**src/rtl/alu_issue_ctl.sv**
```systemverilog
// Round-robin issue sequencer for the shared 64-bit ALU: two requesters, registered operands,
// status register ownership and a valid/ready response. Define ALU_MUL_MULTICYCLE_EN for multicycle MUL.
module alu_issue_ctl #(
   parameter int MUL_LAT = 4
) (
   input  logic        clk,
   input  logic        reset,
   input  logic        req0_valid,
   output logic        req0_ready,
   input  logic [3:0]  req0_op,
   input  logic [63:0] req0_srca,
   input  logic [63:0] req0_srcb,
   input  logic [3:0]  req0_tag,
   input  logic        req1_valid,
   output logic        req1_ready,
   input  logic [3:0]  req1_op,
   input  logic [63:0] req1_srca,
   input  logic [63:0] req1_srcb,
   input  logic [3:0]  req1_tag,
   output logic [3:0]  alu_op,
   output logic [63:0] alu_srca,
   output logic [63:0] alu_srcb,
   output logic [3:0]  alu_sri,
   input  logic [63:0] alu_dst,
   input  logic [3:0]  alu_sro,
   output logic        rsp_valid,
   input  logic        rsp_ready,
   output logic        rsp_port,
   output logic [3:0]  rsp_tag,
   output logic [63:0] rsp_dst,
   input  logic        sr_ld,
   input  logic [3:0]  sr_ld_data,
   output logic [3:0]  sr_out,
   output logic        busy
);
   localparam logic [1:0] S_IDLE = 2'd0;
   localparam logic [1:0] S_EXEC = 2'd1;
   localparam logic [1:0] S_RESP = 2'd2;
   localparam logic [3:0] OP_MUL = 4'h3;
`ifdef ALU_MUL_MULTICYCLE_EN
   localparam bit MUL_EN = 1'b1;
`else
   localparam bit MUL_EN = 1'b0;
`endif

   logic [1:0]  r_state;
   logic        r_prio;
   logic [3:0]  r_op, r_tag, r_cnt, r_sr;
   logic [63:0] r_srca, r_srcb, r_dst;
   logic        r_port;

   logic        w_idle, w_gnt0, w_gnt1, w_fire, w_last;
   logic [3:0]  w_op, w_tag, w_len;
   logic [63:0] w_srca, w_srcb;

   // Tie goes to the requester named by r_prio; readies never look at rsp_ready.
   assign w_idle = (r_state == S_IDLE);
   assign w_gnt0 = w_idle && req0_valid && (!req1_valid || !r_prio);
   assign w_gnt1 = w_idle && req1_valid && (!req0_valid || r_prio);
   assign w_fire = w_gnt0 || w_gnt1;
   assign w_last = (r_state == S_EXEC) && (r_cnt == 4'd1);

   always_comb begin
      w_op   = w_gnt1 ? req1_op   : req0_op;
      w_tag  = w_gnt1 ? req1_tag  : req0_tag;
      w_srca = w_gnt1 ? req1_srca : req0_srca;
      w_srcb = w_gnt1 ? req1_srcb : req0_srcb;
      w_len  = (MUL_EN && w_op == OP_MUL) ? 4'(MUL_LAT) : 4'd1;
   end

   always_ff @(posedge clk or posedge reset) begin
      if (reset) begin
         r_state <= S_IDLE;
         r_prio  <= 1'b0;
         r_op    <= '0;
         r_tag   <= '0;
         r_cnt   <= '0;
         r_srca  <= '0;
         r_srcb  <= '0;
         r_dst   <= '0;
         r_port  <= 1'b0;
      end else begin
         case (r_state)
            S_IDLE: if (w_fire) begin
               r_op    <= w_op;
               r_tag   <= w_tag;
               r_srca  <= w_srca;
               r_srcb  <= w_srcb;
               r_port  <= w_gnt1;
               r_prio  <= ~w_gnt1;
               r_cnt   <= w_len;
               r_state <= S_EXEC;
            end
            S_EXEC: begin
               if (w_last) begin
                  r_dst   <= alu_dst;
                  r_state <= S_RESP;
               end
               r_cnt <= r_cnt - 4'd1;
            end
            S_RESP: if (rsp_ready) r_state <= S_IDLE;
            default: r_state <= S_IDLE;
         endcase
      end
   end

   // ALU status update outranks a software load landing in the same cycle.
   always_ff @(posedge clk or posedge reset) begin
      if (reset)      r_sr <= '0;
      else if (w_last) r_sr <= alu_sro;
      else if (sr_ld)  r_sr <= sr_ld_data;
   end

   assign req0_ready = w_gnt0;
   assign req1_ready = w_gnt1;
   assign alu_op     = r_op;
   assign alu_srca   = r_srca;
   assign alu_srcb   = r_srcb;
   assign alu_sri    = r_sr;
   assign sr_out     = r_sr;
   assign rsp_valid  = (r_state == S_RESP);
   assign rsp_port   = r_port;
   assign rsp_tag    = r_tag;
   assign rsp_dst    = r_dst;
   assign busy       = !w_idle;
endmodule

```
**config.mk**
```make
export PLATFORM = sky130hd
export DESIGN_NAME = alu_issue_ctl
export DESIGN_NICKNAME = d
export VERILOG_FILES = /design/src/rtl/alu_issue_ctl.sv
export SDC_FILE = /design/constraint.sdc
export NUM_CORES = 1
export LEC_CHECK = 0
export BUFFER_PORTS_ARGS = -buffer_cell sky130_fd_sc_hd__clkbuf_2
export CAP_MARGIN = 40
export CELL_PAD_IN_SITES_DETAIL_PLACEMENT = 0
export CELL_PAD_IN_SITES_GLOBAL_PLACEMENT = 2
export CORE_AREA = 2 2 220 222
export CTS_CLUSTER_SIZE = 28
export DETAILED_ROUTE_END_ITERATION = 12
export DIE_AREA = 0 0 222 224
export PLACE_DENSITY_LB_ADDON = 0.2
export SLEW_MARGIN = 20
export SYNTH_ARGS = -nofsm -noshare
export SYNTH_HDL_FRONTEND = slang
export SYNTH_SLANG_ARGS = --single-unit
```
**constraint.sdc**
```tcl
create_clock -name clk -period 21.4 [get_ports clk]
set_input_delay 3.21 -clock clk [delete_from_list [all_inputs] [get_ports clk]]
set_output_delay 3.21 -clock clk [all_outputs]
set_load 0.01 [all_outputs]
```
==> impl_metrics.csv, run 1 <==
group,metric,value,unit
status,outcome,"finished clean",
die,rows,80,
setup_path,crit_chain,"clkbuf_2 > nor3b_4 > buf_4 > nand2_2 > inv_4 > clkbuf_2",
cells_and_area,nFillCells,5027,
synth,synth_compound_area_share,18.6,%
timing,fmax,118,MHz
cts,clock_latency,0.56,ns
min_path,hp-class,"register to register",
timing,fin_crit,8.44,ns
global_route,grt_max_degree,103,
synth,muxShareOfSynthArea,9.06,%
die,fp.dieH,224,um
timing,finalSetupTns,0,ns
timing,finalSetupViolations,0,
cells_and_area,utilization,28.9,%
die,die_w,222,um
cts,path_clk_slew,0.06,ns
cts,cts-resized-gates,0,
cts,htreeDepth,1,
synth,syn_area,9200,um2
cts,clk_path_buf_depth,3,
route,drc_errors,0,
route,wl_per_cell,20.9,um
synth,synth.distinct_cells,32,
placed_design,dp_hpwl,28.2,mm
cts,hold_buffers,0,
synth,yosysWarnings,0,
timing,hold_viol_final,0,
synth,syn_inst,694,
cts,clockRootBuffer,"clkbuf_16",
synth,yosysSeqAreaShare,57.7,%
timing,rsz0062_at_grt,"no",
synth,synthesis.nets,1046,
route,firstDrtPassIters,4,
cells_and_area,syn_to_final_growth,48.6,%
timing,fin_skew,0.00792,ns
cells_and_area,nets,1578,
global_route,grt_pass1_wl,57.2,mm
synth,ys_seq_elements,212,
cts,cts_setup_buffers,0,
cts,cts_tree,"yes",
synth,synth_top_family_by_area,"compound AO/OA/AOI/OAI gates",
global_route,antenna_found_initial,2,
route,routed_via_density,4.46,
synth,synth_fa_ha_area_share,0.272,%
cts,numCtsBuffers,29,
die,pin_count,563,
pwr,p_leak,0.00719,uW
setup_path,cp_max_fo,64,
placed_design,placed_cell_area,12500,um2
synth,syn_avg_cell_area,13.2,um2
pwr,ir_worst_vdd,0.0574,mV
setup_path,slowest_stage,"inv_4",
global_route,grt_pass1_vias,8695,
setup_path,end_kind,"primary output",
die,start_util,19.4,%
pwr,power_density,155,nW/um2
cells_and_area,fin_area,13700,um2
route,vias,8321,
die,core_area,47300,um2
synth,synth-xor-area-share,0,%
placed_design,io_buffers,562,
timing,slew_violations,0,
route,drt_iter0_markers,444,
job,max_cap_viol_count,0,
pwr,totalPowerFinal,2120,uW
setup_path,critPathArrivalTime,5.23,ns
synth,synth-simple-area-share,9.28,%
cells_and_area,drive_above_1_share,56.8,%
route,wirelength,39.0,mm
setup_path,critPathRequiredTime,18.19,ns
cts,clock-sinks,212,
timing,tightest_slew,0.807,ns
cells_and_area,final_cell_mix,"clkbuf_2, dfrtp_1, and3_1, a221o_1, mux2_2",
setup_path,cp-start-kind,"input port",
cells_and_area,layout_commonest_cell,"clkbuf_2",
global_route,grt-ovfl-total,0,
placed_design,post-place-ws,12.61,ns
route,antenna_left,0,
setup_path,cpMostUsedCell,"clkbuf_2",
timing,setup_ws,12.96,ns
timing,timing.max_slew.rel_slack,46.2,%
timing,min_period_over_period,39.4,%
setup_path,cp_slowest_stage_delay,0.68,ns
placed_design,place.gp.congestion,0.747,
global_route,grt_util_all_layers,15.0,%
die,fp.dieArea,49700,um2
setup_path,crit_type,"input port to primary output",
==> state kept, by name (all words and copies together) (netlist names) <==
signal,count
alu_srcb,64
r_state,2
alu_op,4
rsp_tag,4
r_prio,1
rsp_dst,64
r_cnt,4
rsp_port,1
alu_srca,64
alu_sri,4
==> per-stage QoR <==
step                hold WS [ns]  cells
finish                     0.497   1865
global route               0.514   1864
CTS                        0.501   1861
detailed placement         0.481   1808
global placement           0.474   1803
floorplan                  0.478    694
==> synth_stat cells, drive strengths merged <==
library cell	n	share of area, %
nand2	3	0.18
or2	2	0.14
a221o	114	12
o21bai	1	0.20
nand2b	4	0.35
and2	1	0.068
buf	38	3.3
a21oi	2	0.11
or3b	1	0.095
mux2	74	9.1
ha	2	0.27
a22o	2	0.19
clkbuf	39	1.6
nor3	2	0.11
nor3b	3	0.42
and3	114	7.8
a32oi	22	2.1
inv	6	0.24
o2bb2ai	1	0.095
nor2	4	0.16
dfrtp	212	58
a2bb2oi	22	2.1
o21ai	25	1.4
==> worst max-delay path: cells and delay by family <==
kind,cells,cell delay [ns]
buf+inv,4,1.42
simple gates,2,0.57
==> report_power, final <==
group | total [uW] | internal [uW] | switching, uW | leakage [uW]
Sequential | 722 | 604 | 118 | 0.00255
Clock | 540 | 350 | 191 | 0.000531
Combinational | 858 | 405 | 454 | 0.00411
Total | 2120 | 1360 | 762 | 0.00719
==> logic make-up (layout without fill, tap and decap cells) <==
kind of cell / after synthesis / count (layout)
other cells: 0 / 2
mux: 74 / 74
simple gates: 134 / 134
buf+inv: 83 / 637
flops: 212 / 212
compound gates: 189 / 189
fa+ha+maj: 2 / 2
==> area by class of cell <==
class	count	area (um2)	share of cell area [%]
sequential	212	5310	38.8
clock buffer	42	865	6.33
clock inverter	11	205	1.50
tap	615	769	5.63
inverter	6	32.5	0.238
antenna	2	5.00	0.0366
multi-input combinational	399	3440	25.2
timing repair buffer	578	3040	22.3
==> routing by layer <==
metal | GRT usage [%] | vias up | part of all wire (%)
met5 | 0 | - | 0
met1 | 17.7 | 4112 | 39
met3 | 4.07 | 50 | 7.4
met2 | 26.4 | 350 | 51
li1 | - | 3809 | -
met4 | 4.71 | 0 | 2.6
==> path summary, 6_finish.rpt <==
path | start | to | slack (ns) | cells past startpoint
max in group asynchronous | reset | r_state[1] | 17.44 | 4
worst min register to register | rsp_dst[54] | rsp_dst[54] | 0.50 | 1
worst min-delay path | rsp_dst[54] | rsp_dst[54] | 0.50 | 1
worst max-delay path | req1_valid | req1_ready | 12.96 | 6
worst max register to register | r_state[0] | alu_srca[1] | 18.13 | 6
min in group asynchronous | reset | rsp_dst[32] | 2.56 | 2
Note: power is estimated with default switching activity, not from simulation.
==> inputs of run 2 (changes only) <==
--- a/config.mk
+++ b/config.mk
@@ -9,10 +9,10 @@
 export CAP_MARGIN = 40
 export CELL_PAD_IN_SITES_DETAIL_PLACEMENT = 0
 export CELL_PAD_IN_SITES_GLOBAL_PLACEMENT = 2
-export CORE_AREA = 2 2 220 222
+export CORE_AREA = 2 2 222 224
 export CTS_CLUSTER_SIZE = 28
 export DETAILED_ROUTE_END_ITERATION = 12
-export DIE_AREA = 0 0 222 224
+export DIE_AREA = 0 0 224 226
 export PLACE_DENSITY_LB_ADDON = 0.2
 export SLEW_MARGIN = 20
 export SYNTH_ARGS = -nofsm -noshare
==> constraint.sdc (replaced) <==
create_clock -name clk -period 6.9 [get_ports clk]
set_input_delay 1.035 -clock clk [delete_from_list [all_inputs] [get_ports clk]]
set_output_delay 1.035 -clock clk [all_outputs]
set_load 0.01 [all_outputs]
==> run 2 against run 1 <==
Against the previous run: first-iteration DRC count decreased by 13%; largest cell class unchanged; flip-flop and latch count unchanged; hold slack got worse by 0.11 ns.
==> impl_metrics.csv, run 2 (synthesis gave the netlist of run 1 again) <==
group,metric,value,unit
timing,finalSetupTns,0,ns
status,outcome,"finished clean",
route,dr_wl_met2,19.6,mm
pwr,power_density,471,nW/um2
timing,hold_viol_final,0,
cts,clock_latency,0.56,ns
pwr,p_leak,0.00711,uW
timing,slew_violations,0,
cts,clockRootBuffer,"clkbuf_16",
route,antenna_left,0,
die,die_w,224,um
global_route,grt_pass1_vias,8577,
timing,tightest_slew,0.803,ns
pwr,power_frac_comb,41.5,%
die,fp.dieArea,50600,um2
route,wl_per_cell,21.0,um
route,drt_iter0_markers,387,
route,highest_layer,"met5",
setup_path,critPathRequiredTime,5.86,ns
pwr,switching_share,36.4,%
timing,min_period_over_period,56.3,%
cts,hold_buffers,0,
cts,clk_path_buf_depth,3,
setup_path,end_kind,"primary output",
global_route,grt_util_all_layers,14.6,%
timing,fin_skew,0.0184,ns
cts,htreeDepth,1,
die,rows,81,
min_path,hp-class,"input port to async pin",
pwr,power.internal,4050,uW
die,start_util,19.0,%
cells_and_area,fin_area,13500,um2
route,vias,8303,
cts,cts_tree,"yes",
cts,cts-resized-gates,0,
route,routed_via_density,4.45,
global_route,antenna_found_initial,2,
placed_design,place.gp.congestion,0.747,
timing,rsz0062_at_grt,"no",
route,drc_errors,0,
cells_and_area,layout_commonest_cell,"clkbuf_2",
die,pin_count,563,
die,fp.dieH,226,um
timing,fin_crit,3.89,ns
setup_path,cp-start-kind,"input port",
setup_path,cp_max_fo,35,
placed_design,io_buffers,562,
global_route,grt_pass1_wl,56.5,mm
pwr,totalPowerFinal,6370,uW
cells_and_area,syn_to_final_growth,47.1,%
pwr,seqPwrFrac,35.2,%
placed_design,dp_hpwl,28.1,mm
route,dr_wl_met3,3.20,mm
cts,clock-sinks,212,
route,wl_met1,15.7,mm
cts,path_clk_slew,0.05,ns
cells_and_area,final_cell_mix,"clkbuf_2, dfrtp_1, and3_1, a221o_1, mux2_2",
timing,fmax,257,MHz
cts,cts_setup_buffers,0,
pwr,switchingPower,2320,uW
timing,finalSetupViolations,0,
job,max_cap_viol_count,0,
timing,timing.max_slew.rel_slack,46.4,%
setup_path,crit_type,"input port to primary output",
cts,numCtsBuffers,28,
cells_and_area,num_antenna_cells,0,
pwr,ir_worst_vdd,0.212,mV
die,core_area,48300,um2
pwr,pwr-share-clk,23.3,%
global_route,grt_max_degree,115,
placed_design,placed_cell_area,12600,um2
cells_and_area,drive_above_1_share,56.2,%
cells_and_area,nets,1577,
setup_path,critPathArrivalTime,2.85,ns
route,wirelength,39.2,mm
global_route,grt-ovfl-total,0,
route,firstDrtPassIters,6,
run 2: power by group through the flow:
stage	registers, uW	logic, uW	clock network [uW]
after floorplan	2480	1310	0
after global placement	2260	2630	0
after detailed placement	2250	2710	0
after CTS	2250	2710	1540
after global routing	2320	2880	1590
final	2240	2640	1480
run 2: layout make-up:
cell class	instances	area, um2
well taps	622	778
multi-input cells	399	3430
clock buffers	42	815
flip-flops and latches	212	5310
repair buffers	578	3060
fillers	5170	34800
clock inverters	6	105
inverters	6	32.5
run 2: through the flow:
stage | setup WS [ns] | hold slack [ns] | utilization, % | std cells
finish | 3.01 | 0.384 | 28.0 | 1865
global route | 2.90 | 0.354 | 28.0 | 1865
CTS | 2.99 | 0.499 | 27.9 | 1864
detailed placement | 2.99 | 0.485 | 26.0 | 1816
global placement | 2.98 | 0.476 | 25.7 | 1811
floorplan | 0.0708 | 0.478 | - | 694
run 2: critical path, stage by stage:
cell      delay (ns)
clkbuf_2        0.17
nor3b_4         0.20
buf_4           0.31
nand2_2         0.39
inv_4           0.50
clkbuf_2        0.22
run 2: worst paths after layout:
| path | startpoint | to | slack (ns) | depth (start not counted) |
|---|---|---|---|---|
| worst max register to register | r_state[0] | alu_srcb[28] | 3.74 | 7 |
| worst min-delay path | reset | rsp_tag[2] | 0.38 | 2 |
| worst max-delay path | req1_valid | req1_ready | 3.01 | 6 |
| max in group asynchronous | reset | rsp_dst[58] | 5.06 | 4 |
| worst min register to register | rsp_dst[52] | rsp_dst[52] | 0.49 | 1 |
| min in group clk | rsp_dst[52] | rsp_dst[52] | 0.49 | 1 |
run 2: layer usage:
metal	up-vias	GRT usage, %
li1	3792	-
met1	4149	17.8
met5	-	0
met4	4	3.27
met3	40	4.57
met2	318	25.2
